<file path="src/rtl/invader_fire_sched.sv">
// Enemy projectile scheduler: cooldown, round-robin column pick, slot allocation, spawn handshake.
// Optional FIRE_LFSR_EN: pseudo-random starting column for each arbitration.
module invader_fire_sched #(
  parameter int NUM_COLS    = 6,
  parameter int NUM_SLOTS   = 3,
  parameter int FIRE_PERIOD = 24
) (
  input  logic                                                clk,
  input  logic                                                rst,
  input  logic                                                frame,
  input  logic                                                enable,
  input  logic [NUM_COLS-1:0]                                 col_alive,
  input  logic [NUM_SLOTS-1:0]                                slot_release,
  input  logic                                                spawn_ready,
  output logic                                                spawn_valid,
  output logic [$clog2(NUM_COLS)-1:0]                         spawn_col,
  output logic [((NUM_SLOTS > 1) ? $clog2(NUM_SLOTS) : 1)-1:0] spawn_slot,
  output logic [NUM_SLOTS-1:0]                                slot_busy
);

  localparam int COL_W  = $clog2(NUM_COLS);
  localparam int SLOT_W = (NUM_SLOTS > 1) ? $clog2(NUM_SLOTS) : 1;

  typedef enum logic [1:0] {COOL, ARB, ISSUE} state_t;

  state_t              state_q, state_d;
  logic [7:0]          cooldown;
  logic [COL_W-1:0]    rr;
  logic                grant_found, slot_found, arb_load, accept;
  logic [COL_W-1:0]    grant_col;
  logic [SLOT_W-1:0]   free_slot;
  logic [NUM_SLOTS-1:0] set_mask;
  int                  idx;

  // First alive column at or after rr (wrapping), and lowest free slot
  always_comb begin
    grant_found = 1'b0;
    grant_col   = '0;
    idx         = 0;
    for (int k = NUM_COLS - 1; k >= 0; k--) begin
      idx = (int'(rr) + k) % NUM_COLS;
      if (col_alive[idx]) begin
        grant_found = 1'b1;
        grant_col   = COL_W'(idx);
      end
    end
    slot_found = 1'b0;
    free_slot  = '0;
    for (int i = NUM_SLOTS - 1; i >= 0; i--) begin
      if (!slot_busy[i]) begin
        slot_found = 1'b1;
        free_slot  = SLOT_W'(i);
      end
    end
  end

  always_comb begin
    state_d  = state_q;
    arb_load = 1'b0;
    accept   = 1'b0;
    case (state_q)
      COOL:  if (enable && cooldown == 8'd0) state_d = ARB;
      ARB: begin
        if (!enable) begin
          state_d = COOL;
        end else if (grant_found && slot_found) begin
          state_d  = ISSUE;
          arb_load = 1'b1;
        end
      end
      ISSUE: begin
        if (spawn_ready) begin
          accept  = 1'b1;
          state_d = COOL;
        end
      end
      default: state_d = COOL;
    endcase
    for (int i = 0; i < NUM_SLOTS; i++) begin
      set_mask[i] = accept && (int'(spawn_slot) == i);
    end
  end

  assign spawn_valid = (state_q == ISSUE);

  always_ff @(posedge clk) begin
    if (rst) state_q <= COOL;
    else     state_q <= state_d;
  end

`ifdef FIRE_LFSR_EN
  logic [7:0] lfsr;

  always_ff @(posedge clk) begin
    if (rst)        lfsr <= 8'h5A;
    else if (frame) lfsr <= {1'b0, lfsr[7:1]} ^ (lfsr[0] ? 8'hB8 : 8'h00);
  end
`endif

  always_ff @(posedge clk) begin
    if (rst) begin
      cooldown   <= 8'(FIRE_PERIOD);
      rr         <= '0;
      slot_busy  <= '0;
      spawn_col  <= '0;
      spawn_slot <= '0;
    end else begin
      // A slot being accepted is free, so a release of it cannot collide with the set
      slot_busy <= (slot_busy & ~slot_release) | set_mask;
      if (state_q == COOL && frame && enable && cooldown != 8'd0) begin
        cooldown <= cooldown - 8'd1;
      end
      if (accept) begin
        cooldown <= 8'(FIRE_PERIOD);
        rr       <= (int'(spawn_col) == NUM_COLS - 1) ? '0 : spawn_col + 1'b1;
      end
      if (arb_load) begin
        spawn_col  <= grant_col;
        spawn_slot <= free_slot;
      end
`ifdef FIRE_LFSR_EN
      if (state_q == COOL && state_d == ARB) begin
        rr <= COL_W'(int'(lfsr[3:0]) % NUM_COLS);
      end
`endif
    end
  end

endmodule

</file>
<file path="config.mk">
export PLATFORM = sky130hd
export DESIGN_NAME = invader_fire_sched
export DESIGN_NICKNAME = d
export VERILOG_FILES = /design/src/rtl/invader_fire_sched.sv
export SDC_FILE = /design/constraint.sdc
export NUM_CORES = 1
export LEC_CHECK = 0
export CAP_MARGIN = 20
export CORE_UTILIZATION = 30
export CTS_BUF_LIST = sky130_fd_sc_hd__clkbuf_8
export DETAILED_ROUTE_END_ITERATION = 10
export DONT_BUFFER_PORTS = 1
export PLACE_DENSITY = 0.51
export SLEW_MARGIN = 5
export SYNTH_ARGS = -nofsm -noshare
export SYNTH_HDL_FRONTEND = slang
export SYNTH_SLANG_ARGS = --single-unit
</file>
<file path="constraint.sdc">
create_clock -name clk -period 3.7 [get_ports clk]
set_input_delay 0.74 -clock clk [delete_from_list [all_inputs] [get_ports clk]]
set_output_delay 0.74 -clock clk [all_outputs]
set_load 0.1 [all_outputs]
</file>
==> metrics <==
Core Util, Final 0.353; PortBufs 0; Max clock buf depth 2; Setup Fix Bufs, Post-CTS 0; largest net degree at the start of global routing 15; top cells by count, synth nor2_1 (22), dfxtp_1 (21), a21oi_1 (19); number of I/O pins 23; initial antenna violation count 0; fill count 689; GP Congestion between 0.8 and 0.9; global-route wire length before repair 8290 um; Slew Limit Headroom 0.245; starting density of the core 0.313; worst min path class reg -> reg; Worst EP arrival 3730 ps; register area share after synthesis 0.210; Setup Skew about 1.5 ps; Design Area, Final ~0.0023 mm^2; area leader, netlist dfxtp_1; Syn Inst Count 254; Synth Register Bits 21; switching pwr 0.104 mW; Clock Latency Late Sink 260 ps; Worst setup EP type flop; Maximum Capacitance Violations 0; final setup violation count 0; Setup WS pre-CTS 51.7 ps; Synth area leaders dfxtp_1 (21%), ha_1 (10%), a21oi_1 (4.8%); slew of the pin with the lowest slew margin 1130 ps; Die H 83.6 um; Post-synth EDFFs 0; Comb pwr share 0.118; Crit Path Category reg -> reg; Tot Pwr ~0.43 mW; Pwr Density around 190 mW/mm^2; routed vias/inst 5.59; Reg power frac 0.542; cell with the most instances after synthesis nor2_1; htree depth 1; clk slew on worst S/H paths ~70 ps; Post-Syn Area between 0.0015 and 0.002 mm^2; synth unique cells 60; Leak ~0.93 nW; vias after detailed routing 1,918; Internal Power about 0.33 mW; PostCTS Resize Cnt 0; Synth Flop Type dfxtp_1; DIE WIDTH 83.6 um; cell total after placement approximately 340; drt wl/cell 14.9 um; outcome finished clean; Core ar. 0.00639 mm^2; die area between 0.006 and 0.007 mm^2; async set-reset flop share out of synthesis 0; NumNets Final 297; Iter 0 DRT Violations 93; clock group share of total power 0.340; Layout Area Growth over Synthesis 12.8%; Ys Warns 0; critical-path maximum fanout 7; Clock Sinks 21; Worst Setup Start Kind flop; fin crit share 0.956; Sw Share 0.240; Post-route DRC 0; Antenna diodes 0; clk root buf clkbuf_8; Final Critical Period ~3500 ps; antenna-violating nets left 0; GRT overflow 0; worst hold slack a little under 500 ps; fmax 283 MHz; peak supply drop 186 uV; total CTS buffers 3; CTS tree built; layout cells sized above 1 0.165; Yosys top cell area share 0.210; syn avg cell area 7.87 um^2; GRT Total Usage 0.144; drt pass-1 iters 4; Layout Cells excl Fill 343; final setup margin 164 ps; hold-fix buffers at CTS 0; Final Hold Vio Count 0; placed cell area ~0.0022 mm^2; CP Data Required Time 3890 ps; vias in the first global route 1,740; Rows 29; Synthesized Nets roughly 280; DP Wirelength 4060 um; setup TNS 0 ps; fin. max-slew vios 0; final WL 5100 um
==> kinds of logic (layout without fill, tap and decap cells) <==
group | after synthesis | count (layout) | synth area share
fa+ha+maj | 16 | 16 | 0.100
mux | 12 | 12 | 0.0688
flops | 21 | 21 | 0.210
buf+inv | 25 | 37 | 0.0494
compound gates | 79 | 79 | 0.277
xor+xnor | 9 | 9 | 0.0432
simple gates | 92 | 92 | 0.251
==> registers in the layout, indices dropped and copies added (netlist names) <==
signal      count
cooldown        8
rr              3
slot_busy       3
spawn_col       3
spawn_slot      2
state_q         2
==> critical path, cell delays in order, from the launching register on <==
cell      delay [ps]
dfxtp_2          390
ha_2             220
xor2_2           170
inv_2             90
ha_1             290
nand3b_1         200
a32o_1           310
or3b_2           480
a211oi_4         260
nor4_1           110
a311o_2          430
or3b_1           360
a21oi_1          150
==> routing by layer <==
metal	part of all wire	GRT usage	vias to the layer above
met4	0.016	0.0493	0
met2	0.46	0.234	53
met3	0.050	0.0227	7
met1	0.48	0.193	888
met5	0	0	-
li1	-	-	970
==> power groups by stage <==
stage          clock [mW]  combinational, mW  sequential (mW)
6_report            0.147             0.0508            0.235
5_1_grt             0.163             0.0562            0.235
4_1_cts             0.153             0.0491            0.235
3_5_place_dp            0             0.0486            0.240
3_3_place_gp            0             0.0489            0.240
2_1_floorplan           0             0.0402            0.239
==> final cells by class <==
cell class,instances,area [um^2],area share
Clock buffer,3,41.3,0.0183
Tap cell,77,96.3,0.0427
Timing Repair Buffer,17,128,0.0566
Multi-Input combinational cell,208,1500,0.666
Clock inverter,1,5.00,0.00222
Inverter,16,60.1,0.0266
Sequential cell,21,423,0.187
==> placed cells by master (no fill, tap or decap), drive strengths merged, types with 2 or more instances in the layout <==
cell	n
ha	16
nor3	7
and3	5
clkbuf	3
nand2	13
xnor2	5
nand2b	7
a21o	3
a31oi	7
or3	2
or2	2
xor2	4
and4b	2
or3b	2
and2	5
nand3	8
o311a	2
nor2b	6
o21a	2
nand3b	2
nor2	22
o21bai	2
o21ai	10
buf	17
o211a	3
a211oi	10
dfxtp	21
mux2i	7
a21oi	20
inv	16
o211ai	4
o221a	2
nor4	3
mux2	4
==> final timing paths <==
kind                            slack [ps]             to        start  cells past startpoint
worst max-delay path                   160  spawn_slot[0]        rr[1]                     12
worst min-delay path                   490    cooldown[2]  cooldown[2]                      2
worst max register to register         160  spawn_slot[0]        rr[1]                     12
worst min register to register         490    cooldown[2]  cooldown[2]                      2
Power figures use the tool's default switching activity.
